File: config.mk
export PLATFORM = sky130hd
export DESIGN_NAME = mac_seq
export DESIGN_NICKNAME = d
export VERILOG_FILES = /design/src/rtl/mac_pkg.sv /design/src/rtl/mac_en_pipe.sv /design/src/rtl/mac_seq.sv
export SDC_FILE = /design/constraint.sdc
export NUM_CORES = 1
export LEC_CHECK = 0
export CELL_PAD_IN_SITES_DETAIL_PLACEMENT = 2
export CELL_PAD_IN_SITES_GLOBAL_PLACEMENT = 2
export CORE_MARGIN = 1.5
export CORE_UTILIZATION = 22
export DETAILED_ROUTE_END_ITERATION = 10
export MAX_ROUTING_LAYER = met4
export PLACE_DENSITY = 0.76
export SYNTH_ARGS = -nofsm -noshare
export SYNTH_HDL_FRONTEND = slang
export SYNTH_SLANG_ARGS = --single-unit
File: constraint.sdc
create_clock -name clk -period 2 [get_ports clk]
set_input_delay 0.4 -clock clk [delete_from_list [all_inputs] [get_ports clk]]
set_output_delay 0.4 -clock clk [all_outputs]
set_load 0.01 [all_outputs]
File: src/rtl/mac_pkg.sv
// ---------------------------------------------------------------------------
// mac_pkg
// Shared definitions for the MAC sequencer slice: default datapath widths,
// the MAC pipeline latency and the sequencer state encoding. Also provides
// a constant function used to check at elaboration time that the
// accumulator can never overflow for a full-length job.
// Ports: none (package).
// ---------------------------------------------------------------------------
package mac_pkg;

    localparam int DEF_IN_WIDTH   = 8;
    localparam int DEF_OUT_WIDTH  = 22;
    localparam int DEF_ADDR_WIDTH = 6;

    // Cycles from a read issue until the MAC accumulator output reflects it:
    // buffer read, multiplier register, accumulator register.
    localparam int MAC_PIPE_LAT = 3;

    typedef enum logic [2:0] {
        IDLE,
        CLEAR,
        ISSUE,
        DRAIN,
        DONE
    } state_t;

    // True when the largest possible sum, 2**addr_w products of two
    // all-ones operands, is representable in out_w bits.
    function automatic bit acc_fits(input int addr_w, input int in_w, input int out_w);
        longint unsigned max_op;
        longint unsigned worst;
        max_op = (64'd1 << in_w) - 64'd1;
        worst  = (64'd1 << addr_w) * max_op * max_op;
        return worst < (64'd1 << out_w);
    endfunction

endpackage

File: src/rtl/mac_en_pipe.sv
// ---------------------------------------------------------------------------
// mac_en_pipe
// Two-stage delay line that turns the buffer read strobe into the MAC
// multiplier and accumulator load enables, so each enable lines up with the
// data sitting in front of the corresponding MAC register.
// Ports:
//   clk     - clock
//   rst_n   - synchronous active-low clear, flushes pending enables
//   rd_en   - buffer read strobe
//   mul_en  - rd_en delayed one cycle (multiplier register load)
//   ac_en   - rd_en delayed two cycles (accumulator load)
// ---------------------------------------------------------------------------
module mac_en_pipe (
    input  logic clk,
    input  logic rst_n,
    input  logic rd_en,
    output logic mul_en,
    output logic ac_en
);

    // Shift the read strobe through both stages; a reset drops any enables
    // still in flight so an aborted job cannot touch the accumulator.
    always_ff @(posedge clk) begin
        if (!rst_n) begin
            mul_en <= 1'b0;
            ac_en  <= 1'b0;
        end else begin
            mul_en <= rd_en;
            ac_en  <= mul_en;
        end
    end

endmodule

File: src/rtl/mac_seq.sv
// ---------------------------------------------------------------------------
// mac_seq
// Sequencer for one external MAC datapath. On start it clears the MAC,
// reads len operand pairs from the image/weight buffers (one per cycle),
// lets the MAC pipeline drain, captures the accumulated sum and offers it
// downstream over a valid/ready handshake.
// Ports:
//   clk, rst_n                  - clock, synchronous active-low reset
//   start, len                  - job request and product count (0..2**ADDR_WIDTH)
//   busy                        - high whenever a job is in progress
//   mem_rd_en, mem_addr         - shared read strobe/address to both buffers
//   img_data, weight_data       - buffer read data (one cycle after mem_rd_en)
//   img_in, weight_in           - operands to the MAC
//   mul_mem_en, ac_mem_en       - MAC multiplier / accumulator load enables
//   rst_mem                     - registered active-high clear to the MAC
//   mac_out                     - MAC accumulator value
//   result, result_valid,
//   result_ready                - captured sum and its handshake
// ---------------------------------------------------------------------------
module mac_seq
    import mac_pkg::*;
#(
    parameter int IN_WIDTH   = DEF_IN_WIDTH,
    parameter int OUT_WIDTH  = DEF_OUT_WIDTH,
    parameter int ADDR_WIDTH = DEF_ADDR_WIDTH
) (
    input  logic                  clk,
    input  logic                  rst_n,
    input  logic                  start,
    input  logic [ADDR_WIDTH:0]   len,
    output logic                  busy,
    output logic                  mem_rd_en,
    output logic [ADDR_WIDTH-1:0] mem_addr,
    input  logic [IN_WIDTH-1:0]   img_data,
    input  logic [IN_WIDTH-1:0]   weight_data,
    output logic [IN_WIDTH-1:0]   img_in,
    output logic [IN_WIDTH-1:0]   weight_in,
    output logic                  mul_mem_en,
    output logic                  ac_mem_en,
    output logic                  rst_mem,
    input  logic [OUT_WIDTH-1:0]  mac_out,
    output logic [OUT_WIDTH-1:0]  result,
    output logic                  result_valid,
    input  logic                  result_ready
);

    localparam int               CNT_W     = ADDR_WIDTH + 1;
    localparam logic [CNT_W-1:0] MAX_LEN   = CNT_W'(2 ** ADDR_WIDTH);
    localparam logic [CNT_W-1:0] DRAIN_END = CNT_W'(MAC_PIPE_LAT - 1);

    // A full-length job of all-ones operands must not wrap the accumulator.
    if (!acc_fits(ADDR_WIDTH, IN_WIDTH, OUT_WIDTH)) begin : g_width_check
        $error("mac_seq: OUT_WIDTH too small for 2**ADDR_WIDTH max-value products");
    end

    state_t           state;
    state_t           next_state;
    logic [CNT_W-1:0] len_q;
    logic [CNT_W-1:0] cnt;
    logic             issue_last;
    logic             drain_last;

    // cnt is shared: it walks the read addresses in ISSUE and then counts
    // the drain cycles, so it is back at zero on entry to each of them.
    assign issue_last = (cnt == len_q - CNT_W'(1));
    assign drain_last = (cnt == DRAIN_END);

    // State register.
    always_ff @(posedge clk) begin
        if (!rst_n) begin
            state <= IDLE;
        end else begin
            state <= next_state;
        end
    end

    // Next-state logic. A zero-length job skips ISSUE but still drains so
    // the result latency stays len+5 and the (cleared) MAC value is captured.
    always_comb begin
        next_state = state;
        case (state)
            IDLE:    if (start) next_state = CLEAR;
            CLEAR:   next_state = (len_q != '0) ? ISSUE : DRAIN;
            ISSUE:   if (issue_last) next_state = DRAIN;
            DRAIN:   if (drain_last) next_state = DONE;
            DONE:    if (result_ready) next_state = IDLE;
            default: next_state = IDLE;
        endcase
    end

    // Output decode from the current state.
    always_comb begin
        busy         = (state != IDLE);
        mem_rd_en    = (state == ISSUE);
        result_valid = (state == DONE);
        mem_addr     = '0;
        if (state == ISSUE) begin
            mem_addr = cnt[ADDR_WIDTH-1:0];
        end
    end

    // Job length latch, address/drain counter and result capture. The result
    // is sampled on the last drain cycle, when mac_out already includes the
    // final product, and is held untouched through DONE.
    always_ff @(posedge clk) begin
        if (!rst_n) begin
            len_q  <= '0;
            cnt    <= '0;
            result <= '0;
        end else begin
            case (state)
                IDLE: begin
                    cnt <= '0;
                    if (start) begin
                        len_q <= len;
                    end
                end
                ISSUE: begin
                    cnt <= issue_last ? '0 : cnt + CNT_W'(1);
                end
                DRAIN: begin
                    cnt <= drain_last ? '0 : cnt + CNT_W'(1);
                    if (drain_last) begin
                        result <= mac_out;
                    end
                end
                default: begin
                    cnt <= '0;
                end
            endcase
        end
    end

    // The MAC uses rst_mem as an asynchronous clear, so it comes straight
    // from a flop. It is held high throughout sequencer reset and otherwise
    // pulses for exactly the CLEAR cycle.
    always_ff @(posedge clk) begin
        if (!rst_n) begin
            rst_mem <= 1'b1;
        end else begin
            rst_mem <= (next_state == CLEAR);
        end
    end

    mac_en_pipe u_en_pipe (
        .clk    (clk),
        .rst_n  (rst_n),
        .rd_en  (mem_rd_en),
        .mul_en (mul_mem_en),
        .ac_en  (ac_mem_en)
    );

    assign img_in    = img_data;
    assign weight_in = weight_data;

    len_in_range: assert property (@(posedge clk) disable iff (!rst_n)
        (state == IDLE && start) |-> (len <= MAX_LEN));

endmodule

==> results of run 1 <==
-- worst max-delay path: cells and delay by family, from the launching register on --
kind,cells,cell delay (ns)
simple gates,5,1.12
buf+inv,2,0.23
fa+ha+maj,1,0.15
flops,1,0.33
-- metrics by stage --
step | setup WS [ns] | util
after floorplan | 0.189 | -
after global placement | 0.164 | 0.312
after detailed placement | 0.0965 | 0.312
after CTS | 0.0195 | 0.324
after global routing | -0.0378 | 0.339
final | 0.0642 | 0.339
-- sequential cells by signal (all words and copies together) (netlist names) --
register          flops
state                 3
u_en_pipe.ac_en       1
u_en_pipe.mul_en      1
len_q                 7
rst_mem               1
result               22
cnt                   7
-- power by group through the flow --
stage / Sequential, mW / Clock, mW / Combinational, mW
after CTS: 0.877 / 0.623 / 0.288
after detailed placement: 0.898 / 0 / 0.276
after global routing: 0.885 / 0.658 / 0.339
after global placement: 0.896 / 0 / 0.269
final: 0.881 / 0.587 / 0.307
after floorplan: 0.897 / 0 / 0.165
-- cell families (layout without fill, tap and decap cells) --
family / count (synthesis) / count (layout) / share of synthesized area
adders and majority gates: 3 / 3 / 0.0191
DFF: 42 / 42 / 0.427
xor gates and xnor gates: 14 / 14 / 0.0623
muxes: 22 / 22 / 0.112
buffers and inverters: 31 / 97 / 0.0992
and+or+nand+nor: 86 / 86 / 0.224
AOI/OAI and AO/OA: 16 / 16 / 0.0566
-- metal layers --
layer / routed length (um) / GRT usage / vias to the layer above
li1: - / - / 831
met3: 486 / 0.0561 / 5
met5: 0 / - / -
met1: 2460 / 0.141 / 854
met4: 44 / 0.0308 / 0
met2: 2990 / 0.215 / 61
-- timing repair --
action                                  4_1_cts  5_1_grt
endpoints found under the setup margin        7       13
buffers inserted                              2        1
pin swaps                                     0        4
gates resized for setup                       9       24
-- final cells by class --
| class | count | area (um2) | area share |
|---|---|---|---|
| multi-input cells | 141 | 1040 | 0.355 |
| inverters | 6 | 25.0 | 0.00851 |
| clock inverters | 1 | 5.00 | 0.00170 |
| repair buffers | 83 | 800 | 0.272 |
| well taps | 108 | 135 | 0.0460 |
| flip-flops and latches | 42 | 845 | 0.287 |
| clock buffers | 7 | 86.3 | 0.0294 |
-- worst min path at each step --
| stage | start | endpoint | slack, ns |
|---|---|---|---|
| 2_1_floorplan | len_q[5] | len_q[5] | 0.46 |
| 3_3_place_gp | u_en_pipe.mul_en | u_en_pipe.ac_en | 0.47 |
| 3_5_place_dp | u_en_pipe.mul_en | u_en_pipe.ac_en | 0.47 |
| 4_1_cts | u_en_pipe.mul_en | u_en_pipe.ac_en | 0.49 |
| 5_1_grt | u_en_pipe.mul_en | u_en_pipe.ac_en | 0.50 |
| 6_report | u_en_pipe.mul_en | u_en_pipe.ac_en | 0.48 |
-- placed cells by master (no fill, tap or decap), types with 2 or more instances in the layout --
cell type / n
a21oi_1: 9
and2_1: 4
and3_1: 10
buf_4: 15
clkbuf_8: 6
clkdlybuf4s50_1: 59
dfxtp_1: 39
dfxtp_2: 3
dlygate4sd2_1: 6
ha_1: 2
inv_1: 4
mux2i_1: 21
nand2_1: 21
nand3_1: 3
nand3b_1: 2
nor2_1: 26
nor3_1: 3
nor3_2: 5
nor4_2: 2
nor4b_4: 2
o31a_1: 2
xnor2_1: 5
xor2_1: 7
==> flow_metrics.env, run 1 <==
export IMPL_fin_worst_skew_ns=0.00580
export IMPL_synth_seq_cells=42
export IMPL_cts_tree="yes"
export IMPL_die_x_um=97.6
export IMPL_yosys_top_cells_count="dfxtp_1 (42), nor2_1 (26), mux2i_1 (22)"
export IMPL_status="finished, final reports clean"
export IMPL_start_kind="flip-flop"
export IMPL_period_needed_ns=1.94
export IMPL_initial_core_util=0.227
export IMPL_internal_power_mw=1.30
export IMPL_drive_above_1_share=0.171
export IMPL_grt_ovfl_total=0
export IMPL_synthTopCellsByArea="dfxtp_1 (43%), mux2i_1 (11%), buf_4 (6.5%)"
export IMPL_rsz0062_at_grt="yes"
export IMPL_worstPathRequired_ns=2.18
export IMPL_worstSkewPairLatency_ns=0.29
export IMPL_final_antenna_net_count=0
export IMPL_power_density_nw_per_um2=603
export IMPL_setup_viol=0
export IMPL_cts_sinks=42
export IMPL_endpoint_kind="flip-flop"
export IMPL_r2r_end="cnt[5]"
export IMPL_num_antenna_cells=0
export IMPL_relSlewSlack=0.702
export IMPL_drt_pass1_iterations=4
export IMPL_cts_htree_levels=2
export IMPL_drc=0
export IMPL_grt_usage=0.129
export IMPL_cap_viol_max_count=0
export IMPL_syn_area_um2=1970
export IMPL_cts_hold_buf=0
export IMPL_synthFlopType="dfxtp_1"
export IMPL_tightest_slew_ns=0.446
export IMPL_yosysSeqAreaShare=0.427
export IMPL_whs_ns=0.479
export IMPL_cts_buffers=5
export IMPL_die_area_um2=9520
export IMPL_synthArstFlopShare=0
export IMPL_rows=34
export IMPL_chipHeight_um=97.6
export IMPL_crit_type="flip-flop to flip-flop"
export IMPL_place_gp_congestion=0.786
export IMPL_yosys_warnings=0
export IMPL_hold_depth=1
export IMPL_fin_cells=388
export IMPL_fin_area_um2=2940
export IMPL_sw_frac_of_total=0.267
export IMPL_p_switching_uw=474
export IMPL_setup_worst_path_start="cnt[0]"
export IMPL_num_vias=1751
export IMPL_fin_crit_sh=0.968
export IMPL_root_buffer="clkbuf_8"
export IMPL_ys_types=32
export IMPL_grt_max_degree=30
export IMPL_wire_per_inst_um=15.4
export IMPL_nFillCells=974
export IMPL_synth_area_leader_cell="dfxtp_1"
export IMPL_synth_edf_count=0
export IMPL_critPathCapture="cnt[5]"
export IMPL_rrSetupSlack_ns=0.06
export IMPL_ios=99
export IMPL_synth_most_common_cell="dfxtp_1"
export IMPL_min_path_type="flip-flop to flip-flop"
export IMPL_finalHoldViolCount=0
export IMPL_power_leakage_nw=1.32
export IMPL_drv_slew=0
export IMPL_p_clk_frac=0.331
export IMPL_seq_power_share=0.496
export IMPL_drtIter0Drc=60
export IMPL_crit_chain="inv_2 -> ha_2 -> or4b_4 -> nor3_4 -> nand3b_1 -> nor4b_4 -> buf_6 -> nor3_2"
export IMPL_syn_to_final_growth_pct=49.4
export IMPL_clk_path_buf_depth=2
export IMPL_cp_max_fo=7
export IMPL_grt_pass1_wl_um=9520
export IMPL_clk_pin_slew_ns=0.09
export IMPL_synth_top_cell_area_share=0.427
export IMPL_grt_pass1_vias=1891
export IMPL_finalSetupTns_ns=0
export IMPL_placedInstanceArea_um2=2710
export IMPL_synth_avg_cell_area_um2=9.20
export IMPL_power_frac_comb=0.173
export IMPL_worstRegToRegCells=8
export IMPL_syn_instance_count=214
export IMPL_fmax_mhz=517
export IMPL_dp_hpwl_um=4300
export IMPL_wl_um=5980
export IMPL_cp_slowest_cell="or4b_4"
export IMPL_dp_cells=377
export IMPL_ir_drop_mv=0.213
export IMPL_viasPerCell=4.51
export IMPL_final_nets=331
export IMPL_rr_startpoint="cnt[0]"
export IMPL_core_um2=8680
export IMPL_crit_arrival_ns=2.11
export IMPL_slowest_delay_ns=0.48
export IMPL_power_mw=1.77
export IMPL_grt_antenna_before_repair=0
export IMPL_synth_nets=266
export IMPL_portBuffers=66
(Power assumes the default switching activity.)
==> inputs of run 2 (changes only) <==
Settings changed: PLACE_DENSITY 0.76 to 0.83.
==> run 2 against run 1 <==
Worst hold slack worse by 0.0027 ns. Sequential power about the same. Via count fell by 0.91%. Core utilization is 0.92 points lower. Die area did not move. Clock power is 9.7% lower. Fmax decreased by 2.2%. Setup slack lost 0.044 ns. Critical endpoint is now cnt[6].
==> flow_metrics.env, run 2 (synthesized netlist as in run 1, its figures left out) <==
export IMPL_rr_startpoint="cnt[0]"
export IMPL_dp_slack_ns=-0.0186
export IMPL_cts_sinks=42
export IMPL_crit_type="flip-flop to flip-flop"
export IMPL_cp_slowest_cell="or4b_4"
export IMPL_drc=0
export IMPL_fmax_mhz=505
export IMPL_grt_pass1_wl_um=9260
export IMPL_worstSkewPairLatency_ns=0.30
export IMPL_routed_wl_met2_um=3100
export IMPL_fin_crit_sh=0.990
export IMPL_cts_buffers=5
export IMPL_start_kind="flip-flop"
export IMPL_drive_above_1_share=0.148
export IMPL_worstRegToRegCells=8
export IMPL_period_needed_ns=1.98
export IMPL_crit_arrival_ns=2.16
export IMPL_hold_start="u_en_pipe.mul_en"
export IMPL_slowest_delay_ns=0.48
export IMPL_fin_area_um2=2860
export IMPL_regMostFlops="result"
export IMPL_rsz0062_at_grt="yes"
export IMPL_grt_pass1_vias=1941
export IMPL_ir_drop_mv=0.372
export IMPL_power_density_nw_per_um2=596
export IMPL_cp_max_fo=5
export IMPL_initial_core_util=0.227
export IMPL_min_path_type="flip-flop to flip-flop"
export IMPL_clk_path_buf_depth=2
export IMPL_whs_ns=0.477
export IMPL_ios=99
export IMPL_clk_pin_slew_ns=0.09
export IMPL_finalHoldViolCount=0
export IMPL_drtIter0Drc=36
export IMPL_wire_per_inst_um=15.2
export IMPL_core_um2=8680
export IMPL_grt_ovfl_total=0
export IMPL_cts_tree="yes"
export IMPL_grt_antenna_before_repair=0
export IMPL_worst_slack_ns=0.0204
export IMPL_syn_to_final_growth_pct=45.3
export IMPL_tightest_slew_ns=0.388
export IMPL_wl_met1_um=2250
export IMPL_num_antenna_cells=0
export IMPL_placedInstanceArea_um2=2690
export IMPL_wl_met3_um=403
export IMPL_crit_chain="inv_2 -> ha_4 -> or4b_4 -> nor3_4 -> nand3b_1 -> nor4b_4 -> buf_4 -> nor3_1"
export IMPL_status="finished, final reports clean"
export IMPL_cpLargestDelayFamily="simple AND/OR/NAND/NOR gates"
export IMPL_final_nets=329
export IMPL_hold_depth=1
export IMPL_r2r_end="cnt[6]"
export IMPL_die_area_um2=9520
export IMPL_rrSetupSlack_ns=0.02
export IMPL_final_common_cell="clkdlybuf4s50_1"
export IMPL_place_gp_congestion=0.794
export IMPL_largest_register_ffs=22
export IMPL_power_mw=1.71
export IMPL_critPathBufInv=2
export IMPL_cap_viol_max_count=0
export IMPL_num_vias=1735
export IMPL_dp_cells=375
export IMPL_drt_pass1_iterations=4
export IMPL_fin_worst_skew_ns=0.00853
export IMPL_rows=34
export IMPL_chipHeight_um=97.6
export IMPL_mostFrequentLayoutCells="clkdlybuf4s50_1 (58), dfxtp_1 (37), nor2_1 (26), mux2i_1 (22), nand2_1 (21)"
export IMPL_final_antenna_net_count=0
export IMPL_worstPathRequired_ns=2.18
export IMPL_endpoint_kind="flip-flop"
export IMPL_portBuffers=66
export IMPL_root_buffer="clkbuf_8"
export IMPL_grt_max_degree=30
export IMPL_top_layer="met4"
export IMPL_whs_endpoint="u_en_pipe.ac_en"
export IMPL_reg_largest_list="result x22, cnt x7, len_q x7"
export IMPL_relSlewSlack=0.735
export IMPL_power_leakage_nw=1.31
export IMPL_setup_viol=0
export IMPL_cts_htree_levels=2
export IMPL_wl_um=5840
export IMPL_dp_hpwl_um=4450
export IMPL_die_x_um=97.6
export IMPL_viasPerCell=4.51
export IMPL_drv_slew=0
export IMPL_grt_usage=0.127
export IMPL_fin_cells=385
run 2: worst register-to-register path: stages (launching register included):
cell and delay, ns:
dfxtp_2 0.33, inv_2 0.06, ha_4 0.11, or4b_4 0.48
nor3_4 0.21, nand3b_1 0.17, nor4b_4 0.24, buf_4 0.19
nor3_1 0.07
run 2: worst max path at each step:
stage | depth (start not counted) | start | end | slack, ns
global route | 8 | cnt[0] | cnt[6] | -0.05
floorplan | 7 | cnt[0] | cnt[2] | 0.19
detailed placement | 7 | cnt[0] | cnt[0] | -0.02
global placement | 7 | cnt[0] | cnt[2] | 0.13
finish | 8 | cnt[0] | cnt[6] | 0.02
CTS | 8 | len_q[1] | cnt[0] | 0.01
run 2: layout make-up:
type                    count  area (um2)
inverters                   6        25.0
well taps                 108         135
clock buffers               5        68.8
clock inverters             2        10.0
fillers                   997        5820
multi-input cells         141         995
flip-flops and latches     42         847
repair buffers             81         779
run 2: what timing repair did:
item	in CTS	in global routing
gates cloned	0	0
resized for setup	10	17
endpoints found under the hold margin	0	0
hold buffers	0	0
pin swaps	0	3
setup endpoints to repair	15	30
setup buffers	2	1
run 2: report_power, final:
group / internal [mW] / switching, mW
Combinational: 0.156 / 0.139
Sequential: 0.858 / 0.0227
Clock: 0.235 / 0.295
Total: 1.25 / 0.456
run 2: per-stage QoR:
stage	setup TNS (ns)	util
6_report	0	0.330
5_1_grt	-0.235	0.330
4_1_cts	0	0.321
3_5_place_dp	-0.0622	0.310
3_3_place_gp	0	0.310
2_1_floorplan	0	-
run 2: routing by layer:
layer  global-route usage  vias to the layer above
met4               0.0451                        0
li1                     -                      828
met3               0.0468                        7
met2                0.235                       56
met1                0.120                      844
met5                    -                        -
